<file path="src/rtl/bcd_disp_pkg.sv">
// Shared constants and types for the BCD seven-segment scanner.
// Segment patterns are active-high, bit order {g,f,e,d,c,b,a}.
package bcd_disp_pkg;

  localparam int NUM_DIGITS = 3;

  localparam logic [6:0] SEG_0    = 7'h3F;
  localparam logic [6:0] SEG_1    = 7'h06;
  localparam logic [6:0] SEG_2    = 7'h5B;
  localparam logic [6:0] SEG_3    = 7'h4F;
  localparam logic [6:0] SEG_4    = 7'h66;
  localparam logic [6:0] SEG_5    = 7'h6D;
  localparam logic [6:0] SEG_6    = 7'h7D;
  localparam logic [6:0] SEG_7    = 7'h07;
  localparam logic [6:0] SEG_8    = 7'h7F;
  localparam logic [6:0] SEG_9    = 7'h6F;
  localparam logic [6:0] SEG_DASH = 7'h40;

  // Scan position; value 3 is unreachable and treated as units.
  typedef enum logic [1:0] {
    DIG_UNITS    = 2'd0,
    DIG_TENS     = 2'd1,
    DIG_HUNDREDS = 2'd2
  } digit_idx_t;

  // Pick the nibble of the packed BCD word belonging to a scan position.
  function automatic logic [3:0] nibble_of(input logic [11:0] bcd, input digit_idx_t idx);
    case (idx)
      DIG_TENS:     nibble_of = bcd[7:4];
      DIG_HUNDREDS: nibble_of = bcd[11:8];
      default:      nibble_of = bcd[3:0];
    endcase
  endfunction

endpackage

</file>
<file path="src/rtl/seg7_decode.sv">
// Combinational BCD nibble to active-high seven-segment pattern.
// Non-decimal nibbles (10..15) render as a dash.
module seg7_decode
  import bcd_disp_pkg::*;
(
  input  logic [3:0] nib,
  output logic [6:0] pat
);

  // Pattern lookup
  always_comb begin
    case (nib)
      4'd0:    pat = SEG_0;
      4'd1:    pat = SEG_1;
      4'd2:    pat = SEG_2;
      4'd3:    pat = SEG_3;
      4'd4:    pat = SEG_4;
      4'd5:    pat = SEG_5;
      4'd6:    pat = SEG_6;
      4'd7:    pat = SEG_7;
      4'd8:    pat = SEG_8;
      4'd9:    pat = SEG_9;
      default: pat = SEG_DASH;
    endcase
  end

endmodule

</file>
<file path="src/rtl/bcd_display_scanner.sv">
// Three-digit time-multiplexed seven-segment driver for a latched 12-bit
// packed BCD value. Each digit is lit for CLK_DIV cycles; non-decimal
// nibbles show a dash and raise bad_digit.
// Optional macro BCD_LZ_BLANK_EN: blank leading zeros on tens/hundreds
// (anode keeps scanning, only the segments go dark).
module bcd_display_scanner
  import bcd_disp_pkg::*;
#(
  parameter int CLK_DIV    = 50000,
  parameter int ACTIVE_LOW = 1
)(
  input  logic        clk,
  input  logic        rst,
  input  logic [11:0] Bcd,
  input  logic        load,
  output logic [6:0]  seg,
  output logic [2:0]  an,
  output logic        bad_digit
);

  localparam int             PW  = $clog2(CLK_DIV);
  localparam logic [PW-1:0]  TC  = PW'(CLK_DIV - 1);
  localparam logic           INV = (ACTIVE_LOW != 0);

  logic [11:0]           latch;
  logic [PW-1:0]         presc;
  digit_idx_t            idx;
  logic [3:0]            nib;
  logic [6:0]            pat;
  logic [6:0]            pat_b;
  logic [NUM_DIGITS-1:0] an_oh;
  logic                  bad_nxt;

  // Nibble selected by the current scan position feeds the shared decoder
  always_comb nib = nibble_of(latch, idx);

  seg7_decode u_dec (
    .nib (nib),
    .pat (pat)
  );

  // Leading-zero blanking (when enabled) and one-hot anode for current digit
  always_comb begin
    pat_b = pat;
`ifdef BCD_LZ_BLANK_EN
    if (idx == DIG_HUNDREDS && latch[11:8] == 4'd0)
      pat_b = 7'h00;
    else if (idx == DIG_TENS && latch[11:8] == 4'd0 && latch[7:4] == 4'd0)
      pat_b = 7'h00;
`endif
    case (idx)
      DIG_TENS:     an_oh = 3'b010;
      DIG_HUNDREDS: an_oh = 3'b100;
      default:      an_oh = 3'b001;
    endcase
    bad_nxt = (latch[11:8] > 4'd9) | (latch[7:4] > 4'd9) | (latch[3:0] > 4'd9);
  end

  // Latch, prescaler, scan index and registered outputs. Outputs are built
  // from pre-edge state so anode and segment always switch together.
  always_ff @(posedge clk) begin
    if (rst) begin
      latch     <= 12'h000;
      presc     <= '0;
      idx       <= DIG_UNITS;
      seg       <= {7{INV}};
      an        <= {3{INV}};
      bad_digit <= 1'b0;
    end else begin
      if (load)
        latch <= Bcd;
      if (presc == TC) begin
        presc <= '0;
        case (idx)
          DIG_UNITS: idx <= DIG_TENS;
          DIG_TENS:  idx <= DIG_HUNDREDS;
          default:   idx <= DIG_UNITS;
        endcase
      end else begin
        presc <= presc + 1'b1;
      end
      seg       <= pat_b ^ {7{INV}};
      an        <= an_oh ^ {3{INV}};
      bad_digit <= bad_nxt;
    end
  end

endmodule

</file>
<file path="config.mk">
export PLATFORM = sky130hd
export DESIGN_NAME = bcd_display_scanner
export DESIGN_NICKNAME = d
export VERILOG_FILES = /design/src/rtl/bcd_disp_pkg.sv /design/src/rtl/seg7_decode.sv /design/src/rtl/bcd_display_scanner.sv
export SDC_FILE = /design/constraint.sdc
export NUM_CORES = 1
export LEC_CHECK = 0
export ABC_AREA = 0
export CORE_ASPECT_RATIO = 0.7
export CORE_MARGIN = 2
export CORE_UTILIZATION = 50
export DETAILED_ROUTE_END_ITERATION = 12
export DONT_BUFFER_PORTS = 1
export HOLD_SLACK_MARGIN = 0.08
export PLACE_DENSITY = 0.65
export SYNTH_ARGS = -nofsm -noshare
export SYNTH_HDL_FRONTEND = slang
export SYNTH_HIERARCHICAL = 1
export SYNTH_SLANG_ARGS = --single-unit
</file>
<file path="constraint.sdc">
create_clock -name clk -period 4 [get_ports clk]
set_input_delay 1 -clock clk [delete_from_list [all_inputs] [get_ports clk]]
set_output_delay 1 -clock clk [all_outputs]
set_load 0.02 [all_outputs]
</file>
# After elaboration in Yosys (flattened, before gate mapping)
# Memories as Yosys holds them, arrays and structs flattened.
# Index checks and enable logic that the tools add are counted.
# Widths: inputs -> output; s select.
# op_classes
add_sub_neg	1
multipliers	0
n_div	0
magnitude_cmp	3
n_eq_ne	3
shifts	0
mux	3
bitwise	4
reduce_logical	2
# ops
op	count
$add 16x1->16 const B	1
$eq 16x16->1 const B	1
$gt 4x4->1 const B	3
$pmux 4 s2	1
$not 7->7	1
$pmux 3 s2	1
$pmux 2 s2	1
$not 3->3	1
$eq 2x1->1 const B	1
$eq 2x2->1 const B	1
$logic_not 2->1	1
$or 1x1->1	2
$reduce_or 2->1	1
# totals
regBits	41
latchBits	0
ramBits	0
romBits	112
in_bits	15
output_inout_bits	11
wordCells	23
memories	1
# memory_table
name	depth	word_bits	rd	rd_ports_with_merged_regs	wr	line	rtl
(no name shown)	16	7	1	0	0	seg7_decode.sv:12	case (nib)

# Depth between registers and ports, before layout
# An unclocked memory read counts as a cell.
# logic_depth
depth_word	4
depth_mapped	10

# Cells and area by module
# Netlist, hierarchy kept.
# by_module_without_submodules
mod	instances	cells_per_inst	area_per_inst_um2
bcd_display_scanner	1	171	1635.3
seg7_decode	1	29	227.7

# Worst setup path after synthesis
# No wires, ideal clock.
# synth_path
path_kind	register to register
start	reg idx[0]
end	reg seg[0]
arrival_time_ns	2.108
t_required_ns	3.883
path_slack_ns	1.775
path_stages_with_launch	11
cell_sequence	dfxtp_1 -> inv_1 -> ha_1 -> clkbuf_1 -> nor2_1 -> a21oi_1 -> inv_1 -> ha_1 -> mux2_2 -> o22ai_1 -> nand2b_1
# synth_between
elab_chain_cells	4
# synth_lines
element	line	rtl
start: declaration	bcd_display_scanner.sv:27	digit_idx_t idx;
start signal: assignment	bcd_display_scanner.sv:65	idx <= DIG_UNITS;
start signal: assignment	bcd_display_scanner.sv:75	DIG_UNITS: idx <= DIG_TENS;
start signal: assignment	bcd_display_scanner.sv:76	DIG_TENS: idx <= DIG_HUNDREDS;
$eq 2x2->1 or $eq 2x1->1 (tied branches)	bcd_disp_pkg.sv:28	case (idx)
$pmux 4 s2 *	bcd_disp_pkg.sv:28	
net nib[1]	bcd_display_scanner.sv:28	logic [3:0] nib;
$mem_v2 16x7 *	-	
net pat[0]	bcd_display_scanner.sv:29	logic [6:0] pat;
$not 7->7 (no line) *	-	
end signal: assignment	bcd_display_scanner.sv:66	seg <= {7{INV}};
end signal: assignment	bcd_display_scanner.sv:82	seg <= pat_b ^ {7{INV}};
end: declaration	bcd_display_scanner.sv:16	output logic [6:0] seg,
# Mark *: on every way through the listed nets, which the timed path passes. The rest lies on a longest branch.
# A chain may end at the register's enable or synchronous reset.

# Final worst setup path
# Ends and elaborated chain as after synthesis.

==> results.yml <==
critical_path:
  critPathKind: "register to register"
  path_cells: "inv_1, ha_1, nor2_1, a21oi_1, inv_1, ha_1, mux2_2, o22ai_1, nand2b_1"
  critPathTopFamily: "compound AO/OA/AOI/OAI gates"
  worstSetupEndpointType: "register"
  path_buf_inv: 2
  worstPathArrival_ns: 2.64
  timing.rr.start: "idx[0]"
  slowest_stage: "a21oi_1"
  critPathLaunchType: "register"
  startpoint: "idx[0]"
  slowest_delay_ns: 0.49
  crit_fanout: 9
  crit_required_ns: 4.19
status:
  status: "finished clean"
synth:
  yosys.area_share.simple_pct: 21.8
  synth_mux_area_share_pct: 8.13
  synth_xor_area_share_pct: 6.11
  synthCells: 200
  synth_area_per_cell_um2: 9.32
  synthesis.nets: 226
  synth_top_family_by_area: "simple AND/OR/NAND/NOR gates"
  synth-compound-area-share_pct: 7.99
  synth-seq-cells: 41
  ys_types: 35
  yosys_warnings: 6
  synth_seq_area_share_pct: 44.1
  synth.cell_area_um2: 1860
  synthAdderAreaFrac_pct: 7.39
global_route:
  grt_pass1_wl_mm: 5.53
  grt_max_degree: 28
  grtUsageTotal_pct: 17.4
  grt_pass1_vias: 1172
  grt_overflow_total: 0
  antenna_found_initial: 0
finish:
  final_nets: 225
  syn_to_final_growth_pct: 5.84
  drive_above_1_share_pct: 7.00
  design_area_um2: 1970
  num-fill-cells: 337
  fin_util_pct: 55.8
  stdcell_count: 250
  diodes: 0
die:
  core_um2: 3540
  die_width_um: 77.0
  core.rowCount: 18
  die_h_um: 55.1
  die_area_um2: 4240
  ios: 26
  initial_core_util_pct: 52.7
sta:
  finClkSkew_ns: 0.00809
  report.final.hold_viol_count: 0
  timing.final.ws_setup_ns: 1.55
  drv_slew: 0
  slew_headroom_pct: 48.8
  setup_viol: 0
  rsz0062_at_grt: "no"
  tightest_slew_ns: 0.768
  fin_crit_sh_pct: 61.2
  finalSetupTns_ns: 0
  fin_crit_ns: 2.45
  fmax_ghz: 0.409
routing:
  ant_nets: 0
  drtIter0Drc: 41
  routedWlPerCell_um: 13.8
  drc_errors: 0
  firstDrtPassIters: 4
  via_per_inst: 5.24
  vias: 1309
  drt-total-wl_mm: 3.45
placement:
  dp_slack_ns: 1.58
  place_inst: 242
  dpl_cell_area_um2: 1880
  gp_congestion: 0.835
  hpwl_mm: 2.50
  port_buffers: 0
clock_tree:
  postCtsSetupBuffers: 0
  cts_resized: 0
  clkLatencyLatePin_ns: 0.30
  cts_sinks: 41
  htree_levels: 2
  cts_tree: "yes"
  cts_buffer_depth: 2
  cts-root-buf: "clkbuf_8"
  holdBufCountCts: 0
  clkTransAtPathRegs_ns: 0.08
  cts_buffers: 5
worst_hold_path:
  holdCritStartpoint: "presc[15]"
  hold_path.class: "register to register"
power:
  leakage_nw: 0.763
  ir_worst_vdd_mv: 0.252
  power_density_nw_per_um2: 398
job:
  max_cap_viol_count: 0
==> kinds of logic after synthesis <==
family / after synthesis
XOR/XNOR: 13
multiplexers: 15
adder cells (fa/ha/maj): 11
AO/OA/AOI/OAI: 23
flip-flops: 41
buffers and inverters: 18
AND/OR/NAND/NOR: 79
==> where the power goes <==
group          internal (W)  switching, W
combinational     0.0000248     0.0000240
sequential         0.000426     0.0000215
clock              0.000127      0.000162
total              0.000578      0.000207
==> stage by stage <==
| stage | hold WS [ns] | total power [W] |
|---|---|---|
| floorplan | 0.447 | 0.000503 |
| global placement | 0.468 | 0.000503 |
| detailed placement | 0.491 | 0.000506 |
| CTS | 0.505 | 0.000791 |
| global route | 0.538 | 0.000811 |
| finish | 0.509 | 0.000785 |
==> final timing paths <==
kind / end / slack, ns / depth (start not counted)
setup / recovery: seg[0] / 1.55 / 9
hold / removal: presc[15] / 0.51 / 2
setup reg to reg: seg[0] / 1.55 / 9
hold reg to reg: presc[15] / 0.51 / 2
==> Yosys cell counts, drive strengths merged <==
cell | n | area share (%)
dfxtp | 41 | 44
nor2 | 36 | 7.3
mux2i | 14 | 7.5
ha | 11 | 7.4
nand2b | 11 | 3.7
xnor2 | 11 | 5.2
inv | 10 | 2.0
a21oi | 5 | 1.3
a22oi | 5 | 2.3
nand2 | 5 | 1.0
nand3 | 5 | 1.3
nand4 | 5 | 2.4
nor3 | 5 | 1.3
o21ai | 5 | 1.3
buf | 4 | 1.7
clkbuf | 4 | 0.81
o22ai | 3 | 1.0
or2 | 3 | 1.1
a21o | 2 | 0.81
nor2b | 2 | 0.67
nor4 | 2 | 0.67
nor4bb | 2 | 1.1
xor2 | 2 | 0.94
a31oi | 1 | 0.34
and3 | 1 | 0.34
mux2 | 1 | 0.60
nor4b | 1 | 0.47
o31a | 1 | 0.47
o31ai | 1 | 0.40
or4 | 1 | 0.40
==> cells in the final DEF (no fill, tap or decap), drive strengths merged, types with 11 or more instances in the layout <==
master,instances
dfxtp,41
ha,11
inv,12
mux2i,14
nand2b,11
nor2,36
xnor2,11
==> state kept, by name, summed over array words and instances (netlist names) <==
register   flops
presc         16
latch         12
seg            7
an             3
idx            2
bad_digit      1
==> layout make-up <==
cell class / instances / area, um^2 / share of cell area (%)
Clock buffer: 5 / 68.8 / 3.49
Clock inverter: 3 / 25.0 / 1.27
Inverter: 10 / 37.5 / 1.90
Multi-Input combinational cell: 141 / 957 / 48.5
Sequential cell: 41 / 821 / 41.6
Tap cell: 50 / 62.6 / 3.17
==> tightest hold or removal path, cell delays in order (launching register included) <==
cell and delay, ns:
dfxtp_1 0.33, o31ai_1 0.07, a21oi_1 0.07
==> metal layers <==
layer,GRT usage (%),wire [um],part of all wire [%]
met2,25.4,1410,41
met5,0,0,0
met3,5.52,187,5.4
met4,9.09,44,1.3
met1,23.4,1800,52
No activity file was read; power rests on OpenSTA's default activity.
